[src/rtl/fifo_uart_tx.sv]
// FIFO-fed UART transmitter: pulls one word per frame from a FIFO and
// serialises it as start bit, WIDTH data bits (LSB first) and one stop bit.
`timescale 1ns/1ps

module fifo_uart_tx #(
    parameter int unsigned WIDTH        = 8,
    parameter int unsigned CLKS_PER_BIT = 868
) (
    input  logic             clk,
    input  logic             rst_n,
    input  logic             i_empty,
    output logic             o_rden,
    input  logic [WIDTH-1:0] i_rddata,
    output logic             o_tx,
    output logic             o_busy,
    output logic             o_done
);

    localparam int unsigned CntW = (CLKS_PER_BIT > 1) ? $clog2(CLKS_PER_BIT) : 1;
    localparam int unsigned BitW = (WIDTH > 1) ? $clog2(WIDTH) : 1;
    localparam logic [CntW-1:0] CntLast = CntW'(CLKS_PER_BIT - 1);
    localparam logic [BitW-1:0] BitLast = BitW'(WIDTH - 1);

    typedef enum logic [2:0] {
        StIdle,
        StFetch,
        StStart,
        StData,
        StStop
    } state_e;

    state_e            state_q, state_d;
    logic [CntW-1:0]   cnt_q, cnt_d;
    logic [BitW-1:0]   bit_q, bit_d;
    logic [WIDTH-1:0]  shreg_q, shreg_d;
    logic              tx_q, tx_d;
    logic              done_q, done_d;
    logic              bit_end;

    // State and datapath registers; reset forces the line idle-high at once.
    always_ff @(posedge clk or negedge rst_n) begin
        if (!rst_n) begin
            state_q <= StIdle;
            cnt_q   <= '0;
            bit_q   <= '0;
            shreg_q <= '0;
            tx_q    <= 1'b1;
            done_q  <= 1'b0;
        end else begin
            state_q <= state_d;
            cnt_q   <= cnt_d;
            bit_q   <= bit_d;
            shreg_q <= shreg_d;
            tx_q    <= tx_d;
            done_q  <= done_d;
        end
    end

    // Next-state logic; tx_d is the line level for the state/bit being entered.
    always_comb begin
        state_d = state_q;
        cnt_d   = cnt_q;
        bit_d   = bit_q;
        shreg_d = shreg_q;
        tx_d    = tx_q;
        done_d  = 1'b0;
        bit_end = (cnt_q == CntLast);
        case (state_q)
            StIdle: begin
                cnt_d = '0;
                if (!i_empty) begin
                    state_d = StFetch;
                end
            end
            StFetch: begin
                shreg_d = i_rddata;
                cnt_d   = '0;
                bit_d   = '0;
                tx_d    = 1'b0;
                state_d = StStart;
            end
            StStart: begin
                if (bit_end) begin
                    cnt_d   = '0;
                    tx_d    = shreg_q[0];
                    state_d = StData;
                end else begin
                    cnt_d = cnt_q + CntW'(1);
                end
            end
            StData: begin
                if (bit_end) begin
                    cnt_d = '0;
                    if (bit_q == BitLast) begin
                        tx_d    = 1'b1;
                        state_d = StStop;
                    end else begin
                        shreg_d = shreg_q >> 1;
                        tx_d    = shreg_d[0];
                        bit_d   = bit_q + BitW'(1);
                    end
                end else begin
                    cnt_d = cnt_q + CntW'(1);
                end
            end
            StStop: begin
                if (bit_end) begin
                    cnt_d   = '0;
                    done_d  = 1'b1;
                    state_d = StIdle;
                end else begin
                    cnt_d = cnt_q + CntW'(1);
                end
            end
            default: begin
                state_d = StIdle;
                tx_d    = 1'b1;
            end
        endcase
    end

    // Outputs; read enable is gated by reset so it stays low while rst_n is low.
    always_comb begin
        o_rden = rst_n && (state_q == StIdle) && !i_empty;
        o_busy = (state_q != StIdle);
        o_tx   = tx_q;
        o_done = done_q;
    end

endmodule

[config.mk]
export PLATFORM = sky130hd
export DESIGN_NAME = fifo_uart_tx
export DESIGN_NICKNAME = d
export VERILOG_FILES = /design/src/rtl/fifo_uart_tx.sv
export SDC_FILE = /design/constraint.sdc
export NUM_CORES = 1
export LEC_CHECK = 0
export ABC_CLOCK_PERIOD_IN_PS = 3200
export CAP_MARGIN = 20
export CORE_ASPECT_RATIO = 1.75
export CORE_MARGIN = 5
export CORE_UTILIZATION = 58
export CTS_BUF_LIST = sky130_fd_sc_hd__clkbuf_2
export CTS_CLUSTER_SIZE = 24
export DETAILED_ROUTE_END_ITERATION = 8
export PLACE_DENSITY = 0.81
export SLEW_MARGIN = 20
export SYNTH_ARGS = -nofsm -noshare
export SYNTH_HDL_FRONTEND = slang
export SYNTH_SLANG_ARGS = --single-unit
export TNS_END_PERCENT = 10
[constraint.sdc]
create_clock -name clk -period 3.2 [get_ports clk]
set_clock_uncertainty 0.2 [all_clocks]
set_input_delay 0.32 -clock clk [delete_from_list [all_inputs] [get_ports clk]]
set_output_delay 0.32 -clock clk [all_outputs]
set_load 0.01 [all_outputs]
==> impl_summary.txt, run 1 <==
----------------------------------------------------
[Run status]
  Status ... finished, final reports clean

[Power and ir drop]
  Total power divided by cell area ... 524 nW/um^2
  Worst vdd ir ... 325 uV
  Leakage power ... 0.775 nW

[Worst setup path]
  Crit-path cells ... or3_1, nor3b_1, clkdlybuf4s50_1
  Worst Path Class, Setup ... register to output port
  Cell with the biggest individual delay on the critical path ... sky130_fd_sc_hd__clkdlybuf4s50_1
  Logic depth of the worst setup path including buffers ... 3
  Depth of the worst register-to-register path ... 6
  CP Buf/Inv Count ... 1
  Arrival time at the worst endpoint ... 2.14 ns
  Kind of cell adding the most delay to the critical path ... simple AND/OR/NAND/NOR gates
  Startpoint type of the worst setup path ... register
  Req. time, crit path ... 2.68 ns
  Slowest cell delay on critical path ... 0.57 ns
  Nature of the critical path endpoint ... output port
  CP Max Fanout ... 12

[Timing]
  Worst-margin pin slew ... 0.629 ns
  Min cycle time layout ... 2.66 ns
  Final period util ... 83.2%
  Setup violators final ... 0
  WHS ... 0.128 ns
  Total Neg Setup Slack ... 0 ns
  Unrepaired setup endpoints after global routing ... false
  Fin worst setup slack ... 0.539 ns
  Number of max-slew violations in the final report ... 0
  Relative max-transition margin ... 57.9%
  Maximum clock rate ... 0.376 GHz
  Final Hold Vio Count ... 0

[Synth]
  Synthesized flop and latch total ... 26
  Sequential element share of the synthesized area ... 44.3%
  Mapped Area ... 1470 sq um
  Leading register cell type out of synthesis ... sky130_fd_sc_hd__dfrtp_1
  Ys async rst share ... 100%
  Distinct cells, synth ... 44
  Synth Instances ... 152
  Most area-hungry cell type in the Yosys netlist ... sky130_fd_sc_hd__dfrtp_1
  Mean instance size in the synthesized netlist ... 9.69 sq um
  Syn_nets ... 166
  Count of flip-flops with a built-in enable after synthesis ... 0
  Number of warnings issued by yosys ... 0
  Largest cells by area after synthesis ... sky130_fd_sc_hd__dfrtp_1, sky130_fd_sc_hd__mux2i_1, sky130_fd_sc_hd__a21oi_1
  Fraction of synthesized cell area taken by the top area cell type ... 42.5%
  Most frequent cell after synthesis ... sky130_fd_sc_hd__dfrtp_1
  Synth top cells by count ... sky130_fd_sc_hd__dfrtp_1, sky130_fd_sc_hd__nand2_1, sky130_fd_sc_hd__nor2_1

[Die]
  Initial Utilization ... 59.8%
  Standard-cell row count ... 24
  Floorplan die area ... 3690 sq um
  Core Footprint ... 2460 sq um
  Die H ... 76.7 um
  DIE WIDTH ... 48.1 um
  Number of I/O pins ... 15

[CTS]
  Clock Latency Late Sink ... 0.36 ns
  Clock sink total ... 26
  Post-CTS setup buffer count ... 0
  Maximum root-to-sink buffer count ... 2
  Resize count post-CTS ... 0
  Clock-pin transition on the worst setup and hold timing paths ... 0.26 ns
  Htree depth ... 1
  TritonCTS clock tree ... yes
  Cts hold-fix bufs ... 0
  Root Driver ... sky130_fd_sc_hd__clkbuf_2
  Number of CTS-inserted buffers ... 3

[Global route]
  GRT overflow ... 0
  Number of antenna violations at the first check in global routing ... 0
  Pin count of the biggest net entering global routing ... 27
  Total global-route track usage ... 20.0%
  Global-route wire length before repair ... 5490 um
  Vias in the first global route ... 1,212

[Drt]
  Via density per instance ... 6.35
  Detailed Routing Iterations Pass 1 ... 4
  Starting DRT DRC Count ... 46
  Final ANT Viol Nets ... 0
  Wire length per cell ... 16.7 um
  Via count of the routed design ... 1,206
  Total routed wirelength ... 3180 um
  DRC violation count after routing ... 0

[Placement]
  I/O Buffers ... 14
  Dpl cells ... 186
  Post-place setup slack ... 0.707 ns
  Final weighted congestion in routability-driven placement ... 0.878
  Placed cell area ... 1630 sq um
  Detail Placement HPWL ... 2330 um

[Layout]
  Post-synthesis to final-layout area growth ... 13.5%
  Final Cell Area ... 1670 sq um
  Final layout net count ... 179
  Final standard cell count with taps included and fillers excluded ... 190
  Fill cell instance count of the final layout ... 195
  Count of antenna diodes in the layout ... 0
  Layout cells sized above 1 ... 10.4%

[Min path]
  Type of the most critical hold path ... input port to async pin

[Job]
  # Max-Cap Violations ... 0

----------------------------------------------------
[cells by family (layout without fill, tap and decap cells)]
group	count (synthesis)	in the layout	share of synthesized area [%]
adder cells (fa/ha/maj)	3	3	2.55
AO/OA/AOI/OAI	41	41	20.0
buffers and inverters	13	25	4.08
multiplexers	11	11	7.82
AND/OR/NAND/NOR	58	58	21.3
flip-flops	26	26	44.3
[state kept, by name, indices dropped and copies added, names as in the netlist]
| signal | flops |
|---|---|
| state_q | 3 |
| o_tx | 1 |
| bit_q | 3 |
| cnt_q | 10 |
| o_done | 1 |
| shreg_q | 8 |
[per-stage QoR]
step,util (%),total power [mW]
6_report,67.9,0.876
5_1_grt,67.9,0.931
3_3_place_gp,66.1,0.653
4_1_cts,67.9,0.875
2_1_floorplan,-,0.605
3_5_place_dp,66.1,0.671
[worst paths after layout]
check                      slack (ns)         end        from
max                              0.54      o_rden  state_q[0]
min                              0.13    cnt_q[9]       rst_n
max reg2reg                      0.64  shreg_q[6]    cnt_q[0]
min reg2reg                      0.34  shreg_q[7]  shreg_q[7]
max in group asynchronous        2.38        o_tx       rst_n
min in group clk                 0.34  shreg_q[7]  shreg_q[7]
[cells in the final DEF, fill, tap and decap left out, types with 3 or more instances in the layout]
cell / n
sky130_fd_sc_hd__ha_1: 3
sky130_fd_sc_hd__nand4_1: 4
sky130_fd_sc_hd__mux2i_1: 10
sky130_fd_sc_hd__a21oi_1: 10
sky130_fd_sc_hd__clkbuf_2: 3
sky130_fd_sc_hd__clkdlybuf4s50_1: 14
sky130_fd_sc_hd__nand3_1: 7
sky130_fd_sc_hd__nor2_1: 12
sky130_fd_sc_hd__a31oi_1: 8
sky130_fd_sc_hd__nand2_1: 13
sky130_fd_sc_hd__buf_4: 4
sky130_fd_sc_hd__nor3_1: 3
sky130_fd_sc_hd__o21ai_0: 4
sky130_fd_sc_hd__inv_1: 3
sky130_fd_sc_hd__a211oi_1: 3
sky130_fd_sc_hd__o211ai_1: 3
sky130_fd_sc_hd__dfrtp_1: 25
[layout make-up]
| cell class | instances | area, sq um | share of cell area (%) |
|---|---|---|---|
| tap | 26 | 32.5 | 1.95 |
| clock buffer | 3 | 15.0 | 0.898 |
| inverter | 3 | 11.3 | 0.674 |
| multi-input combinational | 113 | 761 | 45.5 |
| timing repair buffer | 18 | 170 | 10.2 |
| sequential | 26 | 652 | 39.0 |
| clock inverter | 1 | 30.0 | 1.80 |
[layer usage]
| metal | vias to the layer above | part of all wire [%] | global-route usage, % |
|---|---|---|---|
| met5 | - | 0 | 0 |
| met4 | 0 | 1.7 | 8.89 |
| met3 | 4 | 3.4 | 2.58 |
| met2 | 25 | 55 | 31.6 |
| met1 | 586 | 40 | 26.1 |
| li1 | 591 | - | - |
[report_power, final]
part,switching (mW),leakage [nW],internal [mW],total (mW)
registers,0.0816,0.312,0.393,0.475
logic,0.0938,0.437,0.0973,0.191
clock network,0.103,0.0266,0.108,0.210
(Power assumes the default switching activity.)
==> run 2, diff against run 1 <==
Settings changed: ABC_CLOCK_PERIOD_IN_PS 3200 to 2690.
Clock period 3.2 ns to 2.69 ns, I/O delays scaled along.
==> run 2 against run 1 <==
Effect of this change: setup slack got worse by 0.38 ns; largest cell class unchanged; sequential share of layout area rose by 0.50 points; cell count rose by 0.53%; via count rose by 2.0%; die area did not move; sequential power rose by 19%; cell area fell by 0.90%; count of clock-buffer cells in the layout rose by 1; highest routed layer unchanged; worst hold slack got worse by 0.059 ns; first-iteration DRC count rose by 24%; non-clock buffer count rose by 1; register-to-register slack got worse by 0.33 ns; critical path type unchanged.
==> impl_summary.txt, run 2 (synthesis gave the netlist of run 1 again) <==
----------------------------------------------------
[Timing]
  Number of max-slew violations in the final report ... 0 (unchanged)
  Total Neg Setup Slack ... 0 ns (unchanged)
  Final Hold Vio Count ... 0 (unchanged)
  Min cycle time layout ... 2.53 ns
  Maximum clock rate ... 0.395 GHz
  Relative max-transition margin ... 72.3% (was 57.9%)
  Final period util ... 94.1%
  Fin worst setup slack ... 0.160 ns (was 0.539 ns)
  Worst-margin pin slew ... 0.413 ns (was 0.629 ns)
  Setup violators final ... 0 (unchanged)
  Unrepaired setup endpoints after global routing ... false (unchanged)

[Global route]
  Global-route wire length before repair ... 5600 um (was 5490 um)
  Number of antenna violations at the first check in global routing ... 0 (unchanged)
  Pin count of the biggest net entering global routing ... 27 (unchanged)
  Met3 usage in global routing ... 1.41% (was 2.58%)
  GR Layer Usage met1 ... 25.4% (was 26.1%)
  Total global-route track usage ... 20.3% (was 20.0%)
  Met2 GRT Util ... 34.0% (was 31.6%)
  Gr busiest metal ... met2 (unchanged)
  Vias in the first global route ... 1,235 (was 1,212)
  GRT overflow ... 0 (unchanged)

[CTS]
  Maximum root-to-sink buffer count ... 2 (unchanged)
  Clock Latency Late Sink ... 0.35 ns (was 0.36 ns)
  Cts hold-fix bufs ... 0 (unchanged)
  Clock sink total ... 26 (unchanged)
  Number of CTS-inserted buffers ... 3 (unchanged)
  Resize count post-CTS ... 0 (unchanged)
  Htree depth ... 1 (unchanged)
  Clock-pin transition on the worst setup and hold timing paths ... 0.25 ns (was 0.26 ns)
  Post-CTS setup buffer count ... 0 (unchanged)
  TritonCTS clock tree ... yes (unchanged)
  Root Driver ... sky130_fd_sc_hd__clkbuf_2 (unchanged)

[Worst setup path]
  CP Max Fanout ... 12 (unchanged)
  Worst Path Class, Setup ... register to output port (unchanged)
  Arrival time at the worst endpoint ... 2.06 ns (was 2.14 ns)
  Depth of the worst register-to-register path ... 5 (was 6)
  Reg2reg setup slack ... 0.31 ns (was 0.64 ns)
  Req. time, crit path ... 2.22 ns (was 2.68 ns)
  Nature of the critical path endpoint ... output port (unchanged)
  Startpoint type of the worst setup path ... register (unchanged)

[Layout]
  Final layout net count ... 180 (was 179)
  Largest register FFs ... 10 (unchanged)
  Fill cell instance count of the final layout ... 207 (was 195)
  Post-synthesis to final-layout area growth ... 12.5% (was 13.5%)
  Final Cell Area ... 1660 sq um (was 1670 sq um)
  Leading cell types in the layout, fill and taps excluded ... sky130_fd_sc_hd__dfrtp_1, sky130_fd_sc_hd__clkdlybuf4s50_1, sky130_fd_sc_hd__nand2_1 (unchanged)
  Final standard cell count with taps included and fillers excluded ... 191 (was 190)
  Most frequent standard cell in the layout excluding fill and tap cells ... sky130_fd_sc_hd__dfrtp_1 (unchanged)
  Count of antenna diodes in the layout ... 0 (unchanged)
  Layout cells sized above 1 ... 12.1% (was 10.4%)
  Most flop-heavy register ... cnt_q (unchanged)
  Largest regs ... cnt_q: 10 flops, shreg_q: 8 flops (unchanged)

[Placement]
  Dpl cells ... 187 (was 186)
  I/O Buffers ... 14 (unchanged)
  Detail Placement HPWL ... 2430 um (was 2330 um)
  Final weighted congestion in routability-driven placement ... 0.900 (was 0.878)
  Placed cell area ... 1630 sq um (about the same)
  Post-place setup slack ... 0.323 ns (was 0.707 ns)

[Die]
  DIE WIDTH ... 48.1 um (unchanged)
  Die H ... 76.7 um (unchanged)
  Core Footprint ... 2460 sq um (unchanged)
  Floorplan die area ... 3690 sq um (unchanged)
  Initial Utilization ... 59.8% (unchanged)
  Standard-cell row count ... 24 (unchanged)
  Number of I/O pins ... 15 (unchanged)

[Drt]
  Total routed wirelength ... 3270 um (was 3180 um)
  DRC violation count after routing ... 0 (unchanged)
  Wire length per cell ... 17.1 um (was 16.7 um)
  Via density per instance ... 6.44 (was 6.35)
  Final ANT Viol Nets ... 0 (unchanged)
  Via count of the routed design ... 1,230 (was 1,206)
  Starting DRT DRC Count ... 57 (was 46)
  Detailed Routing Iterations Pass 1 ... 6 (was 4)

[Power and ir drop]
  Combinational Power Share ... 24.0% (was 21.8%)
  Internal Power ... 0.623 mW (was 0.598 mW)
  Worst vdd ir ... 410 uV (was 325 uV)
  Switching share of total power ... 34.1% (was 31.8%)
  Switching pwr ... 0.323 mW (was 0.278 mW)
  Total power divided by cell area ... 571 nW/um^2 (was 524 nW/um^2)
  Clock network fraction of design power ... 16.2% (was 24.0%)
  Leakage power ... 0.767 nW (was 0.775 nW)
  Share of power burned in registers ... 59.8% (was 54.2%)
  Total design power ... 0.946 mW (was 0.876 mW)

[Job]
  # Max-Cap Violations ... 0 (unchanged)

[Run status]
  Status ... finished, final reports clean (unchanged)

[Min path]
  Type of the most critical hold path ... input port to async pin (unchanged)

----------------------------------------------------
==> run 2: cell types whose count changed in the layout (fill, tap and decap cells not counted), sizes merged <==
cell    delta
clkbuf     +1
bufinv     -1
buf        +1
==> run 2: path summary, 6_finish.rpt <==
| check | start | endpoint |
|---|---|---|
| min in group clk | i_rddata[5] | shreg_q[5] |
| worst min register to register | bit_q[2] | bit_q[2] |
| worst max register to register | cnt_q[0] | state_q[0] |
| worst max-delay path | state_q[0] | o_rden |
| worst min-delay path | rst_n | o_done |
| max in group asynchronous | rst_n | o_tx |
==> run 2: metrics by stage <==
stage	utilization, %	hold slack, ns
floorplan	-	-0.227
global placement	66.4	0.281
detailed placement	66.4	0.322
CTS	67.2	0.0853
global route	67.3	0.0908
finish	67.3	0.0684
==> run 2: cell type report <==
type | instances | area [sq um] | share of cell area, %
inverters | 3 | 11.3 | 0.680
clock buffers | 4 | 20.0 | 1.21
well taps | 26 | 32.5 | 1.96
flip-flops and latches | 26 | 654 | 39.5
multi-input cells | 113 | 761 | 45.9
repair buffers | 19 | 178 | 10.7
==> run 2: worst max-delay path, stage by stage, from the launching register on <==
cell and delay (ns):
sky130_fd_sc_hd__dfrtp_2 0.53, sky130_fd_sc_hd__or3_1 0.41, sky130_fd_sc_hd__nor3b_1 0.21, sky130_fd_sc_hd__clkdlybuf4s50_1 0.57
==> run 2: power groups by stage <==
stage,sequential (mW),clock [mW],combinational (mW)
2_1_floorplan,0.540,0,0.180
3_3_place_gp,0.563,0,0.217
3_5_place_dp,0.572,0,0.229
4_1_cts,0.564,0.157,0.229
5_1_grt,0.580,0.168,0.266
6_report,0.566,0.154,0.227
==> run 2: routing by layer <==
layer | vias up | part of all wire (%)
met5 | - | 0
met4 | 0 | 2.3
met3 | 8 | 3.6
met2 | 35 | 54
met1 | 590 | 40
li1 | 597 | -
